==> src/rtl/wb_stage_gen.sv <==
// Writeback stage for the 5-stage MIPS pipeline.
// Holds one instruction from MEM and retires it into the register file.
// Exceptions and ERET redirect the front end from here.
// After each redirect, a fixed drain window squashes incoming MEM traffic.
module wb_stage_gen #(
  parameter int          DATA_W    = 32,
  parameter int          RF_AW     = 5,
  parameter int          EXC_W     = 8,
  parameter int          EXC_IDX_W = 3,
  parameter logic [31:0] EXC_VEC   = 32'hbfc00380,
  parameter int          DRAIN_CYC = 2
) (
  input  logic                   clk,
  input  logic                   resetn,
  input  logic                   ms_to_ws_valid,
  output logic                   ws_allowin,
  input  logic [31:0]            ms_pc,
  input  logic [RF_AW-1:0]       ms_dest,
  input  logic [DATA_W/8-1:0]    ms_wen,
  input  logic [DATA_W-1:0]      ms_result,
  input  logic [EXC_W-1:0]       ms_exc,
  input  logic                   ms_eret,
  input  logic                   ms_flushed,
  input  logic [31:0]            cp0_epc,
  input  logic                   rf_busy,
  output logic [DATA_W/8-1:0]    rf_we,
  output logic [RF_AW-1:0]       rf_waddr,
  output logic [DATA_W-1:0]      rf_wdata,
  output logic                   exc_flush,
  output logic                   exc_valid,
  output logic [EXC_IDX_W-1:0]   exc_idx,
  output logic [31:0]            flush_pc,
  output logic [31:0]            retire_cnt,
  output logic [31:0]            debug_wb_pc,
  output logic [DATA_W/8-1:0]    debug_wb_rf_wen,
  output logic [RF_AW-1:0]       debug_wb_rf_wnum,
  output logic [DATA_W-1:0]      debug_wb_rf_wdata
);

  localparam int BW    = DATA_W / 8;
  localparam int CNT_W = (DRAIN_CYC > 1) ? $clog2(DRAIN_CYC) : 1;
  localparam logic [CNT_W-1:0] DRAIN_LOAD = CNT_W'(DRAIN_CYC - 1);

  typedef enum logic [0:0] {
    ST_RUN   = 1'b0,
    ST_DRAIN = 1'b1
  } state_e;

  // Lowest set flag wins (bit 0 is the highest-priority source); 0 when none is set.
  function automatic logic [EXC_IDX_W-1:0] first_exc(input logic [EXC_W-1:0] flags);
    logic [EXC_IDX_W-1:0] idx;
    idx = {EXC_IDX_W{1'b0}};
    for (int i = EXC_W - 1; i >= 0; i--) begin
      if (flags[i]) begin
        idx = EXC_IDX_W'(i);
      end
    end
    return idx;
  endfunction

  // Registered state and payload.
  state_e              state_q, state_d;
  logic [CNT_W-1:0]    cnt_q, cnt_d;
  logic                ws_valid_q;
  logic [31:0]         pc_q;
  logic [RF_AW-1:0]    dest_q;
  logic [BW-1:0]       wen_q;
  logic [DATA_W-1:0]   result_q;
  logic [EXC_W-1:0]    exc_q;
  logic                eret_q;
  logic                flushed_q;
  logic [31:0]         retire_q;

  // Combinational control.
  logic in_drain_s;
  logic exc_hit_s;
  logic eret_hit_s;
  logic stall_s;
  logic ready_go_s;
  logic allowin_s;
  logic capture_s;
  logic commit_s;
  logic write_s;
  logic flush_s;
  logic retire_s;

  assign in_drain_s = (state_q == ST_DRAIN);
  assign exc_hit_s  = (|exc_q) & ~flushed_q;
  assign eret_hit_s = eret_q & ~flushed_q;
  // A write that is going to be suppressed (exception or upstream cancel) never waits on the port.
  assign stall_s    = rf_busy & (|wen_q) & ~exc_hit_s & ~flushed_q;
  assign ready_go_s = ~stall_s;
  // The drain window always accepts so MEM traffic is consumed and squashed.
  assign allowin_s  = in_drain_s | ~ws_valid_q | ready_go_s;
  assign capture_s  = ms_to_ws_valid & allowin_s;
  assign commit_s   = ws_valid_q & ready_go_s & ~in_drain_s;
  assign write_s    = commit_s & ~exc_hit_s & ~flushed_q & ~eret_q;
  assign flush_s    = commit_s & (exc_hit_s | eret_hit_s);
  assign retire_s   = commit_s & ~flushed_q & ~exc_hit_s;

  // Drain-window state machine: next state and counter.
  always_comb begin
    state_d = state_q;
    cnt_d   = cnt_q;
    case (state_q)
      ST_RUN: begin
        if (flush_s) begin
          state_d = ST_DRAIN;
          cnt_d   = DRAIN_LOAD;
        end else begin
          state_d = ST_RUN;
          cnt_d   = cnt_q;
        end
      end
      ST_DRAIN: begin
        if (cnt_q == {CNT_W{1'b0}}) begin
          state_d = ST_RUN;
          cnt_d   = cnt_q;
        end else begin
          state_d = ST_DRAIN;
          cnt_d   = cnt_q - {{(CNT_W-1){1'b0}}, 1'b1};
        end
      end
      default: begin
        state_d = ST_RUN;
        cnt_d   = {CNT_W{1'b0}};
      end
    endcase
  end

  // Drain-window state register.
  always_ff @(posedge clk or negedge resetn) begin
    if (!resetn) begin
      state_q <= ST_RUN;
      cnt_q   <= {CNT_W{1'b0}};
    end else begin
      state_q <= state_d;
      cnt_q   <= cnt_d;
    end
  end

  // Stage valid bit and payload capture; a stalled payload is held in place.
  always_ff @(posedge clk or negedge resetn) begin
    if (!resetn) begin
      ws_valid_q <= 1'b0;
      pc_q       <= 32'h0000_0000;
      dest_q     <= {RF_AW{1'b0}};
      wen_q      <= {BW{1'b0}};
      result_q   <= {DATA_W{1'b0}};
      exc_q      <= {EXC_W{1'b0}};
      eret_q     <= 1'b0;
      flushed_q  <= 1'b0;
    end else begin
      if (allowin_s) begin
        ws_valid_q <= ms_to_ws_valid & ~in_drain_s;
      end
      if (capture_s) begin
        pc_q      <= ms_pc;
        dest_q    <= ms_dest;
        wen_q     <= ms_wen;
        result_q  <= ms_result;
        exc_q     <= ms_exc;
        eret_q    <= ms_eret;
        flushed_q <= ms_flushed;
      end
    end
  end

  // Retired-instruction counter; wraps naturally at 32 bits.
  always_ff @(posedge clk or negedge resetn) begin
    if (!resetn) begin
      retire_q <= 32'h0000_0000;
    end else if (retire_s) begin
      retire_q <= retire_q + 32'd1;
    end
  end

  assign ws_allowin = allowin_s;
  assign rf_we      = {BW{write_s}} & wen_q;
  assign rf_waddr   = ws_valid_q ? dest_q   : {RF_AW{1'b0}};
  assign rf_wdata   = ws_valid_q ? result_q : {DATA_W{1'b0}};
  assign exc_flush  = flush_s;
  assign exc_valid  = commit_s & exc_hit_s;
  assign exc_idx    = first_exc(exc_q);
  // An exception takes precedence over ERET when both are flagged.
  assign flush_pc   = exc_hit_s  ? EXC_VEC :
                      eret_hit_s ? cp0_epc : 32'h0000_0000;
  assign retire_cnt = retire_q;

  assign debug_wb_pc       = pc_q;
  assign debug_wb_rf_wen   = rf_we;
  assign debug_wb_rf_wnum  = dest_q;
  assign debug_wb_rf_wdata = rf_wdata;

endmodule

==> config.mk <==
export PLATFORM = sky130hd
export DESIGN_NAME = wb_stage_gen
export DESIGN_NICKNAME = d
export VERILOG_FILES = /design/src/rtl/wb_stage_gen.sv
export SDC_FILE = /design/constraint.sdc
export NUM_CORES = 1
export LEC_CHECK = 0
export CORE_ASPECT_RATIO = 2
export CORE_MARGIN = 2
export CORE_UTILIZATION = 43
export DETAILED_ROUTE_END_ITERATION = 10
export PLACE_DENSITY = 0.88
export SYNTH_ARGS = -nofsm -noshare
export SYNTH_HDL_FRONTEND = slang
export SYNTH_SLANG_ARGS = --single-unit
export TNS_END_PERCENT = 30
==> constraint.sdc <==
create_clock -name clk -period 5.2 [get_ports clk]
set_input_delay 0.78 -clock clk [delete_from_list [all_inputs] [get_ports clk]]
set_output_delay 0.78 -clock clk [all_outputs]
set_load 0.01 [all_outputs]
==> PnR_summary.wiki <==
{| class="wikitable"
! Metric !! Value
|-
| Worst Path Required || 4.42 ns
|-
| Ranking of synthesized cells by area || sky130_fd_sc_hd__dfrtp_1 (52%), sky130_fd_sc_hd__mux2_2 (17%), sky130_fd_sc_hd__buf_4 (5.9%), sky130_fd_sc_hd__and2_1 (5.0%), sky130_fd_sc_hd__and3_1 (2.9%)
|-
| Maximum root-to-sink buffer count || 2
|-
| Max Freq || 254 MHz
|-
| Detailed router's first-iteration violation count || 111
|-
| Class of the tightest hold or removal check || flip-flop to flip-flop
|-
| Overall die area || 14100 um2
|-
| Routability congestion estimate || 0.830
|-
| Count of state elements after synthesis || 118
|-
| Post-synthesis share of cell area spent on xor and xnor gates || 4.81%
|-
| Number of iterations in the first detailed-routing pass || 6
|-
| Antenna violations before repair || 1
|-
| Portion of netlist area occupied by mux cells || 16.6%
|-
| Crit path max-delay family || simple AND/OR/NAND/NOR gates
|-
| Primary flip-flop cell chosen by synthesis mapping || sky130_fd_sc_hd__dfrtp_1
|-
| Asr flop ratio synth || 100%
|-
| Number of H-tree levels || 4
|-
| Syn Nets || 580
|-
| Delay contributed by the slowest stage of the critical path || 0.66 ns
|-
| Status || finished clean
|-
| Later-pin clock latency in the skew report || 0.40 ns
|-
| Clock root buffer master || sky130_fd_sc_hd__clkbuf_16
|-
| Number of hold violations in the final report || 0
|-
| Mean area per synthesized cell || 12.3 um2
|-
| Max rail drop VDD || 0.335 mV
|-
| Critical path launch point || exc_q[4]
|-
| Total number of placement rows || 59
|-
| Area after detailed placement || 8500 um2
|-
| Startpoint of the lowest-slack hold path || retire_cnt[31]
|-
| Standard cell core area || 12900 um2
|-
| Max Fanout on Critical Path || 23
|-
| Worst reg2reg setup slack || 1.83 ns
|-
| Core occupancy in the finished layout || 70.8%
|-
| TritonCTS clock tree || built
|-
| Hold WS || 0.478 ns
|-
| CP Data Arrival Time || 3.16 ns
|-
| Area fraction in and, or, nand and nor cells after synthesis || 16.1%
|-
| Starting utilization of the core area || 43.7%
|-
| Final std cell area, no fill || 9140 um2
|-
| Post-Synth Adder-Cell Area || 0.222%
|-
| Path type of the worst setup path || flip-flop to output pin
|-
| Pwr Density || 326 nW/um2
|-
| Most common library cells after synthesis || sky130_fd_sc_hd__dfrtp_1 (118), sky130_fd_sc_hd__mux2_2 (83), sky130_fd_sc_hd__and2_1 (45), sky130_fd_sc_hd__buf_4 (44), sky130_fd_sc_hd__and3_1 (26)
|-
| Worst reg2reg path startpoint || exc_q[4]
|-
| RSZ-0062 raised after global routing || false
|-
| Post-cts hold buffer count || 0
|-
| Die span in x || 85.0 um
|-
| Most area-hungry cell type in the Yosys netlist || sky130_fd_sc_hd__dfrtp_1
|-
| Area share of the largest cell type after synthesis || 52.4%
|-
| Vias in the first global route || 4934
|-
| Number of flops mapped to enable cells by yosys || 0
|-
| Total grt overflow || 0
|-
| Total routing usage reported by global routing || 23.8%
|-
| Tightest Pin Transition || 1.08 ns
|-
| DRT Wirelength || 16.6 mm
|-
| Sequential-to-total area share from yosys stat || 52.4%
|-
| CTS buffer count || 17
|-
| Average wire per cell in the routed design || 18.6 um
|-
| DRC Markers || 0
|-
| Proportion of layout cells with a drive suffix above 1 || 17.4%
|-
| IO buf count || 302
|-
| Largest family of logic cells by synthesized area || multiplexers
|-
| Leading cell type by number of instances after synthesis || sky130_fd_sc_hd__dfrtp_1
|-
| Syn Inst Count || 460
|-
| Largest net degree at the start of global routing || 84
|-
| Complex-gate fraction of the synthesized area || 2.88%
|-
| Pins over their slew limit || 0
|-
| Synthesized cell area || 5640 um2
|-
| Synthesis-to-finish area growth || 62.1%
|-
| Final period demand of the worst path || 3.94 ns
|-
| Vias per std cell || 5.11
|-
| Sink count of the clock tree || 118
|-
| Slew headroom || 27.8%
|-
| Synthesis warning total || 0
|-
| Total negative slack || 0 ns
|-
| Synth unique cells || 35
|-
| Cell with the largest stage delay on the worst path || sky130_fd_sc_hd__and2_1
|-
| # setup viols final || 0
|-
| Vertical die dimension || 166 um
|-
| Vias post-DR || 4570
|-
| Detailed-placement wirelength estimate || 12.8 mm
|-
| Wire length of the first global-routing pass || 26.4 mm
|-
| Top Ports || 303
|-
| Max Cap Violations || 0
|-
| Setup slack of the critical path after layout || 1.26 ns
|-
| Post-placement setup slack || 1.70 ns
|-
| Leakage power || 0.00391 uW
|-
| Endpoint type of the worst setup path || output pin
|-
| Final clock skew || 0.00697 ns
|-
| Crit path buffers/inverters || 1
|-
| Startpoint Class || flip-flop
|-
| Cell-by-cell trace of the critical path || nor4_4 > and2_1 > nor2_1 > and3_1 > clkdlybuf4s50_1
|-
| Post-route ant nets || 0
|-
| Reg clk slew, reported paths || 0.05 ns
|-
| Number of buffers inserted to repair setup after CTS || 0
|-
| Final Net Count || 848
|-
| Period utilisation layout || 75.8%
|-
| Cells resized by post-CTS repair || 0
|}
## worst register-to-register path, cell delays in order (launching register included)
cell                      delay, ns
sky130_fd_sc_hd__dfrtp_1       0.42
sky130_fd_sc_hd__nor4_4        0.45
sky130_fd_sc_hd__and2_1        0.66
sky130_fd_sc_hd__nand3_1       0.35
sky130_fd_sc_hd__nand2_4       0.90
sky130_fd_sc_hd__mux2_2        0.46
## routing by layer
layer,track usage (%),vias to the layer above,part of all wire (%),wire (um)
met5,0,-,0,0
met4,10.8,0,3.4,572
met3,7.50,35,7.7,1270
met2,42.3,227,54,8970
met1,25.1,2214,35,5800
li1,-,2094,-,-
## metrics by stage
step                cells  power (uW)
global placement      861        1730
detailed placement    861        1760
floorplan             460        1370
CTS                   893        3020
finish                894        2980
global route          894        3110
## kinds of logic after synthesis
family	after synthesis
buf+inv	61
mux	83
simple gates	146
xor+xnor	31
compound gates	20
fa+ha+maj	1
flops	118
## report_power, final
group	internal [uW]	total (uW)	switching, uW
Clock	819	1250	427
Sequential	995	1050	53.6
Combinational	417	687	270
## placed cells by master (no fill, tap or decap), types with 3 or more instances in the layout
cell type	instances
sky130_fd_sc_hd__dfrtp_1	118
sky130_fd_sc_hd__and4_1	4
sky130_fd_sc_hd__clkdlybuf4s50_1	301
sky130_fd_sc_hd__nand4_1	5
sky130_fd_sc_hd__clkinvlp_4	3
sky130_fd_sc_hd__and3_1	26
sky130_fd_sc_hd__nand3_1	14
sky130_fd_sc_hd__xor2_1	13
sky130_fd_sc_hd__clkinv_4	4
sky130_fd_sc_hd__a21o_1	14
sky130_fd_sc_hd__nor3_2	3
sky130_fd_sc_hd__nand2_1	19
sky130_fd_sc_hd__inv_1	5
sky130_fd_sc_hd__mux2_2	83
sky130_fd_sc_hd__and2_1	45
sky130_fd_sc_hd__nor3_1	7
sky130_fd_sc_hd__buf_4	4
sky130_fd_sc_hd__bufinv_16	4
sky130_fd_sc_hd__nor4_1	3
sky130_fd_sc_hd__clkbuf_16	17
sky130_fd_sc_hd__nor2_1	7
sky130_fd_sc_hd__xnor2_1	18
## final cells by class
type                    instances  area [um2]
clock buffers                  18         439
flip-flops and latches        118        2950
repair buffers                305        3040
fillers                       888        3770
clock inverters                14         200
diodes                          1        2.50
inverters                       5        18.8
multi-input cells             281        2300
well taps                     152         190
## sequential cells by signal, summed over array words and instances (netlist names)
register          flops
result_q             32
eret_q                1
flushed_q             1
debug_wb_pc          32
wen_q                 4
ws_valid_q            1
debug_wb_rf_wnum      5
in_drain_s            1
cnt_q                 1
retire_cnt           32
exc_q                 8
## final timing paths
check,end,depth (start not counted)
max,exc_valid,5
min,retire_cnt[31],1
max reg2reg,result_q[30],5
min reg2reg,retire_cnt[31],1
max in group asynchronous,result_q[28],2
min in group asynchronous,retire_cnt[16],1
No activity file was read; power rests on OpenSTA's default activity.
